===== src/rtl/int_ctrl_pkg.sv =====
// Shared definitions for the interrupt controller and its pipeline hooks.
//   - PL status codes used by the pipeline control logic
//   - int_ctrl FSM state encodings
//   - default vector base and the vector-address helper
package int_ctrl_pkg;

  // Pipeline status codes
  typedef enum logic [1:0] {
    PL_RUN   = 2'd0,
    PL_STALL = 2'd1,
    PL_PAUSE = 2'd2,
    PL_FLUSH = 2'd3
  } pl_status_e;

  // Interrupt controller FSM states
  typedef enum logic [2:0] {
    INT_IDLE     = 3'd0,
    INT_DRAIN    = 3'd1,
    INT_REDIRECT = 3'd2,
    INT_SERVICE  = 3'd3,
    INT_RETURN   = 3'd4
  } int_state_e;

  localparam logic [31:0] INT_VEC_BASE = 32'h0000_0100;

  // Handler address for IRQ idx: one word per vector, 32-bit wrap.
  function automatic logic [31:0] int_vec_pc(input logic [31:0] base,
                                             input logic [31:0] idx);
    return base + (idx << 2);
  endfunction

endpackage


===== src/rtl/int_ctrl_prio_enc.sv =====
// irq_prio_enc: combinational lowest-index-wins priority encoder.
// Ports:
//   req   in  NUM_IRQ        request vector
//   valid out 1              any request set
//   id    out $clog2(NUM_IRQ) index of lowest set bit (0 when none)
module irq_prio_enc #(
  parameter  int NUM_IRQ = 8,
  localparam int ID_W    = $clog2(NUM_IRQ)
) (
  input  logic [NUM_IRQ-1:0] req,
  output logic               valid,
  output logic [ID_W-1:0]    id
);

  always_comb begin
    valid = |req;
    id    = '0;
    // Scan high to low so the lowest set index is written last.
    for (int i = NUM_IRQ - 1; i >= 0; i--) begin
      if (req[i]) id = ID_W'(i);
    end
  end

endmodule


===== src/rtl/int_ctrl.sv =====
// int_ctrl: interrupt controller driving the pipeline interrupt interface.
// Arbitrates level IRQs, pauses the pipeline while memory traffic drains,
// redirects fetch to the IRQ vector, and redirects back to EPC on mret.
// Ports:
//   clk, clrn                 clock, async active-low reset
//   irq, irq_mask, global_en  request lines, per-line enable, global enable
//   branch                    branch redirect issued this cycle
//   mem_busy                  data-memory transaction outstanding
//   resume_pc                 PC of oldest instruction not yet written back
//   mret                      return-from-interrupt pulse
//   int_set_pl_pause          freeze the pipeline
//   int_flag / int_pc         one-cycle redirect pulse and target
//   epc, in_service, irq_ack, irq_id   service status
// All outputs are registered; they are computed from the next state.
module int_ctrl
  import int_ctrl_pkg::*;
#(
  parameter  int          NUM_IRQ      = 8,
  parameter  logic [31:0] VEC_BASE     = INT_VEC_BASE,
  parameter  int          DRAIN_CYCLES = 3,
  localparam int          ID_W         = $clog2(NUM_IRQ)
) (
  input  logic               clk,
  input  logic               clrn,
  input  logic [NUM_IRQ-1:0] irq,
  input  logic [NUM_IRQ-1:0] irq_mask,
  input  logic               global_en,
  input  logic               branch,
  input  logic               mem_busy,
  input  logic [31:0]        resume_pc,
  input  logic               mret,
  output logic               int_set_pl_pause,
  output logic               int_flag,
  output logic [31:0]        int_pc,
  output logic [31:0]        epc,
  output logic               in_service,
  output logic [NUM_IRQ-1:0] irq_ack,
  output logic [ID_W-1:0]    irq_id
);

  localparam logic [3:0] DRAIN_LAST = 4'(DRAIN_CYCLES - 1);

  int_state_e         state_q, state_d;
  logic [3:0]         cnt_q, cnt_d;
  logic [31:0]        epc_q, epc_d;
  logic [ID_W-1:0]    id_q, id_d;
  logic               pause_q, pause_d;
  logic               flag_q, flag_d;
  logic [31:0]        pc_q, pc_d;
  logic [NUM_IRQ-1:0] ack_q, ack_d;
  logic               svc_q, svc_d;

  logic [NUM_IRQ-1:0] req;
  logic               req_vld;
  logic [ID_W-1:0]    req_id;

  // No nesting: requests are invisible while a handler runs.
  assign req = irq & irq_mask & {NUM_IRQ{global_en & ~svc_q}};

  irq_prio_enc #(.NUM_IRQ(NUM_IRQ)) u_prio (
    .req   (req),
    .valid (req_vld),
    .id    (req_id)
  );

  // Next-state and latched service context
  always_comb begin
    state_d = state_q;
    cnt_d   = cnt_q;
    epc_d   = epc_q;
    id_d    = id_q;
    case (state_q)
      INT_IDLE: begin
        // A same-cycle branch defers entry so resume_pc holds the target.
        if (req_vld && !branch) begin
          state_d = INT_DRAIN;
          id_d    = req_id;
          epc_d   = resume_pc;
          cnt_d   = '0;
        end
      end
      INT_DRAIN: begin
        if (cnt_q >= DRAIN_LAST && !mem_busy) begin
          state_d = INT_REDIRECT;
        end else if (cnt_q != 4'hF) begin
          // Saturate so a long mem_busy stall cannot wrap below the limit.
          cnt_d = cnt_q + 4'd1;
        end
      end
      INT_REDIRECT: state_d = INT_SERVICE;
      INT_SERVICE:  if (mret) state_d = INT_RETURN;
      INT_RETURN:   state_d = INT_IDLE;
      default:      state_d = INT_IDLE;
    endcase
  end

  // Moore outputs, decoded from the next state and registered.
  always_comb begin
    pause_d = 1'b0;
    flag_d  = 1'b0;
    pc_d    = '0;
    ack_d   = '0;
    svc_d   = 1'b0;
    case (state_d)
      INT_DRAIN: pause_d = 1'b1;
      INT_REDIRECT: begin
        flag_d = 1'b1;
        pc_d   = int_vec_pc(VEC_BASE, 32'(id_d));
        ack_d  = {{(NUM_IRQ-1){1'b0}}, 1'b1} << id_d;
      end
      INT_SERVICE: svc_d = 1'b1;
      INT_RETURN: begin
        flag_d = 1'b1;
        pc_d   = epc_d;
        svc_d  = 1'b1;
      end
      default: ;
    endcase
  end

  always_ff @(posedge clk or negedge clrn) begin
    if (!clrn) begin
      state_q <= INT_IDLE;
      cnt_q   <= '0;
      epc_q   <= '0;
      id_q    <= '0;
      pause_q <= 1'b0;
      flag_q  <= 1'b0;
      pc_q    <= '0;
      ack_q   <= '0;
      svc_q   <= 1'b0;
    end else begin
      state_q <= state_d;
      cnt_q   <= cnt_d;
      epc_q   <= epc_d;
      id_q    <= id_d;
      pause_q <= pause_d;
      flag_q  <= flag_d;
      pc_q    <= pc_d;
      ack_q   <= ack_d;
      svc_q   <= svc_d;
    end
  end

  assign int_set_pl_pause = pause_q;
  assign int_flag         = flag_q;
  assign int_pc           = pc_q;
  assign epc              = epc_q;
  assign in_service       = svc_q;
  assign irq_ack          = ack_q;
  assign irq_id           = id_q;

endmodule


===== config.mk =====
export PLATFORM = sky130hd
export DESIGN_NAME = int_ctrl
export DESIGN_NICKNAME = d
export VERILOG_FILES = /design/src/rtl/int_ctrl_pkg.sv /design/src/rtl/int_ctrl_prio_enc.sv /design/src/rtl/int_ctrl.sv
export SDC_FILE = /design/constraint.sdc
export NUM_CORES = 1
export LEC_CHECK = 0
export CAP_MARGIN = 20
export CORE_MARGIN = 2
export CORE_UTILIZATION = 39
export DETAILED_ROUTE_END_ITERATION = 10
export GPL_ROUTABILITY_DRIVEN = 1
export PLACE_DENSITY = 0.8
export SETUP_SLACK_MARGIN = 0.5
export SYNTH_ARGS = -nofsm -noshare
export SYNTH_HDL_FRONTEND = slang
export SYNTH_SLANG_ARGS = --single-unit

===== constraint.sdc =====
create_clock -name clk -period 2 [get_ports clk]
set_input_delay 0.4 -clock clk [delete_from_list [all_inputs] [get_ports clk]]
set_output_delay 0.4 -clock clk [all_outputs]
set_load 0.02 [all_outputs]

After elaboration in Yosys (flattened, before gate mapping). Index checks and enable logic that the tools add are counted.

Bitwise gates (word level): 4. Shift operators: 1. Add/sub/neg operators: 2. Muxes and demuxes: 25. Reductions and logical operators: 10. Eq/ne operators: 11. Order comparisons: 1.

Operators by type and width (count): 32-bit two-way mux (2); 32-bit case mux with 2 select lines (1); 3-bit two-way mux (13); 8-bit AND (2); 3-bit by 2-bit equality test with 1-bit output (second input constant) (4); 4-bit two-way mux (3); 3-bit case mux with 4 select lines (1); 9-bit by 5-bit adder with 10-bit output (first input constant) (1); 8-bit two-way mux (1); 4-bit case mux with 2 select lines (1); 8-bit OR reduction (1); 1-bit by 3-bit << shifter with 8-bit output (first input constant) (1); 3-bit by 1-bit equality test with 1-bit output (second input constant) (2); 2-bit inequality test (second input constant) (3); 4-bit by 1-bit adder with 4-bit output (second input constant) (1); 4-bit by 2-bit greater-or-equal comparator with 1-bit output (second input constant) (1); 4-bit inequality test (second input constant) (1); 4-bit AND reduction (1); 2-bit OR reduction (2); 3-bit equality test (second input constant) (1); 3-bit zero test (1); 1-bit two-way mux (3); 1-bit logical AND (2); 1-bit zero test (2); 3 further kinds (3).

Output and inout bits: 78. Register bits: 85.

Logic depth before layout (Yosys ltp).
Word-level depth: 15. Depth in mapped cells: 7. Mapped depth without buffers: 7.

Hierarchy. From an unflattened synthesis, not the netlist that was laid out.

Cell total of the unflattened synthesis: 256. Area total of the unflattened synthesis: 3434.5 um2.

By module, submodules not included: int_ctrl (area an instance 3353.2 um2, instances 1, seq. area each 2127.0 um2, cells each 243); irq_prio_enc (area an instance 81.3 um2, instances 1, seq. area each 0.0 um2, cells each 13).

Least setup slack after synthesis. No wires, ideal clock.

Kind: flip-flop to flip-flop. Start: register state_q[2]. End: register pc_q[13], in the netlist int_pc[13]. Required time: 1.881 ns. Data arrival time: 1.857 ns. Setup slack: 0.024 ns. Buffers on the path: 2. Period minus slack after synthesis: 1.976 ns. Cell stages (with the launch flop): 8. Cell sequence: dfrtp_1 > or4_4 > nor2_4 > nand2b_1 > buf_6 > buf_4 > mux2_4 > and2_1.

Elaborated cells between the ends (all ways): 12. Classes of those cells: 5 x eq/ne; 6 x mux; 1 x reduce/logical.

RTL lines: start: declaration (line int_ctrl.sv:43) `int_state_e state_q, state_d;`; start signal: assignment (line int_ctrl.sv:133) `state_q <= state_d;`; 3-bit zero test (line int_ctrl.sv:72) `case (state_q)`; 32-bit two-way mux (line int_ctrl.sv:72); net epc_d[13] (line int_ctrl.sv:45) `logic [31:0] epc_q, epc_d;`; 32-bit case mux with 2 select lines (line int_ctrl.sv:104) `case (state_d)`; net pc_d[13] (line int_ctrl.sv:49) `logic [31:0] pc_q, pc_d;`; end signal: assignment (line int_ctrl.sv:139) `pc_q <= pc_d;`; end: declaration (line int_ctrl.sv:49).

The timed path passes the listed nets, and every way through them passes these cells. A chain may end at the register's enable or synchronous reset.

Final worst setup path.
Start: input port irq_mask[0]. End: register pc_q[8], in the netlist int_pc[8].

Elaborated cells between the ends (all ways): 15. Classes of those cells: 1 x add/sub; 2 x eq/ne; 8 x mux; 2 x bitwise; 2 x reduce/logical.

RTL lines: start: declaration (line int_ctrl.sv:26) `input logic [NUM_IRQ-1:0] irq_mask,`; 8-bit AND (2 in series) (line int_ctrl.sv:58) `assign req = irq & irq_mask & {NUM_IRQ{global_en & ~svc_q}};`; 8-bit OR reduction (line int_ctrl_prio_enc.sv:16) `valid = |req;`; 1-bit logical AND (line int_ctrl.sv:75) `if (req_vld && !branch) begin`; 32-bit two-way mux (line int_ctrl.sv:75); 32-bit two-way mux (line int_ctrl.sv:72); net epc_d[8] (line int_ctrl.sv:45); 32-bit case mux with 2 select lines (line int_ctrl.sv:104); net pc_d[8] (line int_ctrl.sv:49).

The timed path passes the listed nets, and every way through them passes these cells.

==> impl_metrics.py <==
metrics = {
    "drt": {
        "drtAntennaViolNets": 0,
        "drtIter0Drc": 37,
        "vias": 2475,
        "viasPerCell": 4.76,
        "drt_first_pass_iters": 4,
        "routedWlPerCell_um": 15.9,
        "drc_errors": 0,
        "wl_um": 8270,
    },
    "global_route": {
        "antenna_found_initial": 0,
        "grt_use_total_pct": 18.3,
        "grt_max_degree": 43,
        "grt_pass1_vias": 2617,
        "gr-total-overflow": 0,
        "grt_pass1_wl_um": 12600,
    },
    "worst_setup_path": {
        "critical_path.max_stage_delay_ns": 0.44,
        "worst_setup_path_start_kind": "input pin",
        "path_common_cell": "buf_12",
        "worstPathMaxFanout": 14,
        "reg2reg_from": "state_q[2]",
        "r2r_slack_ns": -0.04,
        "criticalPathCategory": "in -> reg",
        "crit_path_cell_trace": "clkdlybuf4s50_1 -> a22oi_2 -> and4_1 -> nand2b_4 -> buf_12 -> buf_12 -> mux2_2 -> a21o_1",
        "critical-path-slowest-cell": "clkdlybuf4s50_1",
        "worstPathRequired_ns": 2.24,
        "r2r_cells": 7,
        "r2r_end": "int_pc[22]",
        "arrival_ns": 2.28,
        "end_kind": "flop",
    },
    "sta": {
        "min_period_over_period_pct": 102,
        "max_slew_margin_pct": 62.8,
        "tns_ns": -0.568,
        "tightest_slew_ns": 0.559,
        "clock.fmax_mhz": 489,
        "finalHoldViolCount": 0,
        "setup_viol": 32,
        "rsz0062_at_grt": "true",
        "maxSlewViolCount": 0,
        "setup_ws_ns": -0.0469,
        "fin_skew_ns": 0.00933,
        "period_minus_slack_ns": 2.05,
    },
    "placed_design": {
        "postPlaceCellArea_um2": 4950,
        "gp_congestion": 0.829,
        "place_hpwl_um": 5710,
        "io_buffers": 131,
    },
    "finish": {
        "final.fill_count": 621,
        "layout-drive-gt1-share_pct": 32.8,
        "fin_nets": 466,
        "layout_commonest_cell": "dfrtp_1",
        "most-common-layout-cells": "dfrtp_1, dlygate4sd2_1, clkdlybuf4s50_1",
        "final_area_um2": 5440,
        "postLayoutCoreUtil_pct": 66.6,
        "syn_to_final_growth_pct": 66.2,
        "diodes": 0,
    },
    "clock_tree": {
        "cts_tree": "done",
        "clk_path_buf_depth": 2,
        "hold_buffers": 0,
        "numCtsBuffers": 9,
        "root_buffer": "clkbuf_8",
        "h-tree-depth": 3,
        "cts.sinks": 85,
        "clk_latency_ns": 0.34,
        "clkTransAtPathRegs_ns": 0.09,
    },
    "run_status": {
        "violations": "setup timing",
        "status": "complete, but fails checks",
    },
    "power": {
        "peakVddDrop_mv": 0.801,
        "p_per_area_nw_per_um2": 1290,
        "p_leak_nw": 2.76,
        "finalPower_mw": 7.03,
    },
    "logic_synthesis": {
        "yosysSeqAreaShare_pct": 64.9,
        "synthArstFlopShare_pct": 100,
        "netlist_area_um2": 3280,
        "synth_warnings": 0,
        "syn_avg_cell_area_um2": 14.2,
        "synth-main-ff-cell": "dfrtp_1",
        "synth_seq_cells": 85,
        "syn_nets": 287,
        "synth_cell_types": 41,
        "synth_top_area_share_pct": 64.9,
        "synth_edf_count": 0,
        "yosys-top-cells-area": "dfrtp_1, mux2_2, and2_1",
        "synth_area_leader_cell": "dfrtp_1",
        "synthCells": 231,
    },
    "die": {
        "ios": 132,
        "die_w_um": 95.6,
        "dieHeight_um": 95.6,
        "die-area_um2": 9150,
        "start_util_pct": 40.1,
        "fp-row-count": 33,
        "design.core.area_um2": 8180,
    },
    "run": {
        "max_cap_violations": 0,
    },
    "hold_path": {
        "hp-class": "in -> async",
    },
}
==> repair_timing <==
item | CTS | global route
gates cloned | 1 | 0
endpoints found under the setup margin | 161 | 104
setup buffers | 10 | 7
resized for setup | 114 | 43
pin swaps | 6 | 12
hold endpoints to repair | 0 | 0
==> where the power goes <==
part / switching (mW) / leakage [nW] / total (mW) / internal [mW]
combinational: 1.62 / 1.55 / 3.26 / 1.64
sequential: 0.301 / 1.10 / 2.54 / 2.24
clock: 0.610 / 0.103 / 1.23 / 0.620
total: 2.53 / 2.76 / 7.03 / 4.49
==> per-layer routing <==
metal,vias to the layer above,share of wire (%),GRT usage [%]
met5,-,0,0
met4,0,1.2,5.95
met3,12,8.2,6.32
met2,92,53,32.5
met1,1224,37,20.6
li1,1147,-,-
==> worst max path at each step <==
stage	start	cells past startpoint	to
finish	irq_mask[0]	8	int_pc[8]
floorplan	state_q[2]	7	int_pc[20]
detailed placement	branch	7	irq_ack[1]
global route	state_q[0]	6	irq_ack[6]
CTS	state_q[2]	7	int_pc[25]
global placement	branch	6	irq_ack[7]
==> registers in the layout, indices dropped and copies added (netlist names) <==
register	cells
cnt_q	4
int_set_pl_pause	1
irq_ack	8
int_pc	32
in_service	1
int_flag	1
epc	32
state_q	3
irq_id	3
==> synthesized netlist by cell type, types with 2 or more instances <==
cell type and count:
a21o_1 2, a22o_1 3, a22oi_1 5, and2_1 32, buf_6 2, clkbuf_1 4, dfrtp_1 85, ha_1 2
inv_1 6, mux2_2 19, mux2_4 13, nand2_1 11, nand2b_1 2, nand3_1 4, nor2_1 4, nor2b_1 5
nor3_1 2, o21ai_0 3, o21bai_1 3, o22ai_1 2, or2_2 2
==> through the flow <==
| step | hold WS [ns] | worst slack (ns) | cells |
|---|---|---|---|
| floorplan | 0.104 | 0.0423 | 231 |
| global placement | 0.424 | -0.382 | 486 |
| detailed placement | 0.439 | -0.419 | 486 |
| CTS | 0.0556 | -0.0274 | 513 |
| global route | 0.0721 | -0.104 | 520 |
| finish | 0.0458 | -0.0469 | 520 |
==> final cells by class <==
| cell class | count | area (um^2) | share of cell area, % |
|---|---|---|---|
| inverter | 6 | 22.5 | 0.414 |
| clock inverter | 6 | 68.8 | 1.26 |
| multi-input combinational | 132 | 1310 | 24.0 |
| sequential | 85 | 2130 | 39.1 |
| clock buffer | 10 | 138 | 2.53 |
| timing repair buffer | 176 | 1650 | 30.2 |
| tap | 105 | 131 | 2.41 |
==> critical path: cells and delay by family <==
kind                   cells  cell delay, ns
buffers and inverters      3            0.71
AO/OA/AOI/OAI              2            0.40
AND/OR/NAND/NOR            2            0.40
multiplexers               1            0.36
==> cells by family (layout without fill, tap and decap cells) <==
logic type / after synthesis / count (layout) / synth area share [%]
AOI/OAI and AO/OA: 27 / 27 / 6.76
xor gates and xnor gates: 1 / 1 / 0.267
adders and majority gates: 2 / 2 / 0.764
buffers and inverters: 14 / 198 / 2.22
DFF: 85 / 85 / 64.9
muxes: 33 / 33 / 12.8
and+or+nand+nor: 69 / 69 / 12.3
No activity file was read; power rests on OpenSTA's default activity.
==> patch 1 (config.mk and constraints unchanged) <==
`NUM_IRQ` is set to 8 in 2 places; all go to 4.
--- a/src/rtl/int_ctrl_prio_enc.sv
+++ b/src/rtl/int_ctrl_prio_enc.sv
@@ -6,3 +6,3 @@
 module irq_prio_enc #(
-  parameter  int NUM_IRQ = 8,
+  parameter  int NUM_IRQ = 4,
   localparam int ID_W    = $clog2(NUM_IRQ)
--- a/src/rtl/int_ctrl.sv
+++ b/src/rtl/int_ctrl.sv
@@ -17,3 +17,3 @@
 #(
-  parameter  int          NUM_IRQ      = 8,
+  parameter  int          NUM_IRQ      = 4,
   parameter  logic [31:0] VEC_BASE     = INT_VEC_BASE,
Interface: changed (resized irq, irq_ack, irq_id and irq_mask); port bits go from 132 to 119. No check against the original RTL was run, so the function may have changed too.
==> patch 1 against the original RTL <==
Largest power group unchanged; sequential cell count fell by 5; critical path depth shrank 1; via count fell by 11%; worst setup slack better by 380 ps; total power shrank 1.5%; synthesized area decreased by 5.2%; die area shrank 5.0%; count of clock-buffer cells in the layout did not move; design area is 7.2% lower; routed wire length shrank 9.1%.
==> patch 1: results (changes against the original RTL) <==
Status
  • Outcome: finished clean (was complete, but fails checks)

Setup path
  • Crit-path max cell delay: 320 ps (was 440 ps)
  • FF-to-FF Start: in_service (was state_q[2])
  • WP data arrival: 1900 ps (was 2280 ps)
  • Worst-path fanout max: 8 (was 14)
  • Slowest CP cell: mux2_4 (was clkdlybuf4s50_1)

Power and ir drop
  • Sequential Power Share: 35.1% (was 36.1%)
  • Clock power share: 22.5% (was 17.5%)
  • Net Sw Frac: 34.1% (was 36.1%)
  • Peak supply drop: 0.749 mV (was 0.801 mV)
  • Cell Int Power: 0.00456 W (was 0.00449 W)
  • Leakage: 2.64 nW (was 2.76 nW)

Placed design
  • Placed cell areas: 4470 sq um (was 4950 sq um)
  • PortBufs: 118 (was 131)
  • Pre-CTS worst setup slack: -261 ps (was -419 ps)

Synthesis
  • Top post-synthesis cells by count: dfrtp_1, mux2_4, and2_1 (was dfrtp_1, and2_1, mux2_2)
  • Sequential share of the synthesized area: 64.5% (was 64.9%)
  • Netlist cell types: 35 (was 41)

Routing
  • Met3 wire length: 367 microns (was 677 microns)
  • Vias per Instance: 4.70 (was 4.76)
  • Metal1 wirelength: 3130 microns (was 3080 microns)
  • Routed wl met2: 3910 microns (was 4410 microns)
  • Routed len/inst: 16.0 microns (was 15.9 microns)

Global route
  • Met2 usage in global routing: 29.8% (was 32.5%)
  • Routing usage on met3: 4.19% (was 6.32%)
  • Vias in the first global route: 2316 (was 2617)
  • First-pass GRT wire length: 11600 microns (was 12600 microns)
  • Met1 Use GR: 22.1% (was 20.6%)
  • GR Util All Layers: 17.6% (was 18.3%)

Final layout
  • Net count, final: 409 (was 466)
  • Layout fillers: 596 (was 621)
## patch 1: cell types whose count changed after synthesis, moves of 4 or more
cell / before / now
mux2_2: 19 / 2
dfrtp_1: 85 / 80
nor2b_1: 5 / 1
a22oi_1: 5 / 0
nor2_1: 4 / 8
mux2_4: 13 / 30
nand2_1: 11 / 15
## patch 1: area by class of cell
cell class / instances / share of cell area, %
Tap cell: 102 / 2.53
Timing Repair Buffer: 146 / 28.6
Sequential cell: 80 / 39.7
Clock buffer: 10 / 2.53
Clock inverter: 6 / 2.77
Multi-Input combinational cell: 119 / 23.5
Inverter: 5 / 0.372
## patch 1: what timing repair did
item                                    CTS  global route
pin swaps                                14             8
resized for setup                       124            38
endpoints found under the setup margin  148            93
gates cloned                              4             0
buffers inserted                         10             6
## patch 1: through the flow
step                cells  utilization [%]
global route          468             65.4
CTS                   462             63.7
detailed placement    432             57.9
floorplan             211                -
global placement      432             57.9
finish                468             65.4
## patch 1: cells by family (layout without fill, tap and decap cells)
logic type                 count (synthesis)  count (layout)  share of synthesized area [%]
xor gates and xnor gates                   1               1                          0.282
buffers and inverters                     12             167                           2.46
AOI/OAI and AO/OA                         17              17                           4.60
and+or+nand+nor                           66              66                           11.8
adders and majority gates                  2               2                          0.806
muxes                                     33              33                           15.6
DFF                                       80              80                           64.5
## patch 1: worst max path at each step
stage	startpoint	end	slack (ps)	cells after the start
global route	state_q[1]	cnt_q[1]	290	8
global placement	irq[2]	int_pc[2]	-220	7
floorplan	irq[2]	int_pc[12]	340	5
finish	irq_mask[3]	int_pc[7]	330	7
CTS	in_service	int_pc[2]	340	7
detailed placement	irq[2]	int_pc[2]	-260	7
==> patch 2 (same settings) <==
Without the edit above. Encoding of `int_state_e`: now Gray code (3 bits for 5 states).
--- a/src/rtl/int_ctrl_pkg.sv
+++ b/src/rtl/int_ctrl_pkg.sv
@@ -16,7 +16,7 @@
   typedef enum logic [2:0] {
-    INT_IDLE     = 3'd0,
-    INT_DRAIN    = 3'd1,
-    INT_REDIRECT = 3'd2,
-    INT_SERVICE  = 3'd3,
-    INT_RETURN   = 3'd4
+    INT_IDLE     = 3'b000,
+    INT_DRAIN    = 3'b001,
+    INT_REDIRECT = 3'b011,
+    INT_SERVICE  = 3'b010,
+    INT_RETURN   = 3'b110
   } int_state_e;
Formal check against the unedited RTL: same outputs for any inputs over 10 cycles, from zero or initial values; not proved beyond that.
==> patch 2 against the original RTL <==
The flow still finishes with violations (setup timing); routed wire length is 14% higher; clock power is 19% higher; sequential cell count stayed put; utilization is 2.8 points higher; first-iteration DRC count is 54% higher; combinational power is 8.3% higher; synthesized area is 1.1% higher; clock skew hardly changed; worst setup slack worse by 97 ps; register-to-register slack worse by 100 ps; total power is 7.3% higher; design area is 4.8% higher; critical path type is now reg2reg; critical endpoint is now irq_ack[3].
==> patch 2: results (changes against the original RTL) <==
Setup path
  • WP data arrival: 2420 ps (was 2280 ps)
  • Worst-path fanout max: 3 (was 14)
  • Critical path's top delay family: simple AND/OR/NAND/NOR gates (was buffers and inverters)
  • Slowest CP cell: or4_4 (was clkdlybuf4s50_1)
  • Crit-path max cell delay: 570 ps (was 440 ps)

Routing
  • Final wirelength: 9390 microns (was 8270 microns)
  • DR top layer: met4 (unchanged)
  • DRT Pass-1 Iters: 4 (unchanged)
  • Initial DRC Count: 57 (was 37)
  • Routed wl met2: 4910 microns (was 4410 microns)
  • Vias per Instance: 4.87 (was 4.76)
  • Met3 wire length: 581 microns (was 677 microns)
  • Metal1 wirelength: 3640 microns (was 3080 microns)

Synthesis
  • Sequential share of the synthesized area: 64.2% (was 64.9%)
  • Dominant cells by area after synthesis: dfrtp_1, mux2_4, and2_1 (was dfrtp_1, mux2_2, and2_1)
  • Post-Synthesis Cells: 233 (was 231)
  • Synthesized netlist net count: 289 (was 287)
  • Async SR Flop Fraction: 100% (unchanged)
  • Netlist cell types: 39 (was 41)
  • Top post-synthesis cells by count: dfrtp_1, and2_1, mux2_4 (was dfrtp_1, and2_1, mux2_2)
  • Synth warn: 0 (unchanged)

Global route
  • Met1 Use GR: 22.4% (was 20.6%)
  • First-pass GRT wire length: 12600 microns (about the same)
  • GR Util All Layers: 18.2% (was 18.3%)
  • Routing usage on met3: 3.76% (was 6.32%)
  • Vias in the first global route: 2593 (was 2617)
  • Largest net degree at the start of global routing: 41 (was 43)
  • Met2 usage in global routing: 30.3% (was 32.5%)
  • Initial antenna violation count: 0 (unchanged)

Clock tree
  • Clock root buffer: clkbuf_8 (unchanged)
  • CTS H-Tree Depth: 3 (unchanged)
  • Clock tree buffer depth: 2 (unchanged)
  • Num CTS Buffers: 9 (unchanged)
  • Worst skew pair latency: 350 ps
  • Clock transition at path regs: 90 ps (about the same)

Status
  • Failing checks: setup timing (unchanged)
  • Outcome: complete, but fails checks (unchanged)

STA
  • Layout Skew: 9.54 ps (was 9.33 ps)
  • Worst Setup Slack, final: -143 ps (was -46.9 ps)
  • Worst-Margin Slew: 549 ps (was 559 ps)
  • Final TNS setup: -2770 ps (was -568 ps)
  • Setup Viol. Count Final: 45 (was 32)

Final layout
  • Layout fillers: 596 (was 621)
  • Layout cells sized above 1: 37.1% (was 32.8%)
  • Finished Layout Cells: 534 (was 520)
  • Net count, final: 480 (was 466)
  • Area taken by flip-flops and latches: 2130 sq um (about the same)

Placed design
  • Pre-CTS worst setup slack: -557 ps (was -419 ps)
  • PortBufs: 131 (unchanged)
  • RePlAce Congestion: 0.810 (was 0.829)
  • Dpl cells: 491 (was 486)
  • Placed cell areas: 4970 sq um (was 4950 sq um)
  • Dpl hpwl: 5850 microns (was 5710 microns)

Power and ir drop
  • Peak supply drop: 0.795 mV (was 0.801 mV)
  • Leakage: 3.00 nW (was 2.76 nW)

Hold path
  • Hold Path Class: in2async (unchanged)
==> patch 2: cell count changes in the layout (fill, tap and decap cells not counted), moves of 8 or more <==
cell,unedited run,this run
dlygate4sd2_1,56,64
and2_1,30,10
clkdlybuf4s15_1,19,10
and2_4,2,21
==> patch 2: cell type report <==
type                    count  area share, %
repair buffers            187           32.6
multi-input cells         136           23.2
clock buffers               9           2.17
clock inverters             7           2.13
flip-flops and latches     85           37.3
inverters                   5          0.329
well taps                 105           2.30
==> patch 2: cell families (layout without fill, tap and decap cells) <==
logic type | count (synthesis) | after routing | share of synthesized area (%)
buffers and inverters | 12 | 208 | 2.27
adders and majority gates | 2 | 2 | 0.756
muxes | 32 | 32 | 13.0
and+or+nand+nor | 73 | 73 | 12.8
DFF | 85 | 85 | 64.2
AOI/OAI and AO/OA | 29 | 29 | 6.92
==> patch 2: final timing paths <==
kind                            startpoint          to  slack [ps]  depth (start not counted)
worst max-delay path            state_q[2]  irq_ack[3]        -140                          7
worst min-delay path                  clrn    cnt_q[0]         520                          2
worst max register to register  state_q[2]  irq_ack[3]        -140                          7
worst min register to register      epc[6]      epc[6]         520                          1
max in group asynchronous             clrn  int_pc[23]         910                          3
min in group clk                    epc[6]      epc[6]         520                          1
==> patch 2: repair_timing <==
action / CTS / global route
resized for setup: 112 / 63
endpoints found under the setup margin: 161 / 94
hold endpoints to repair: 28 / 0
buffers inserted: 4 / 17
hold buffers: 1 / 0
pin swaps: 9 / 20
cloned: 1 / 4
==> patch 2: report_power, final <==
group	switching, W	leakage, nW	internal [W]
Sequential	0.000300	1.11	0.00224
Combinational	0.00172	1.77	0.00181
Clock	0.000625	0.124	0.000839
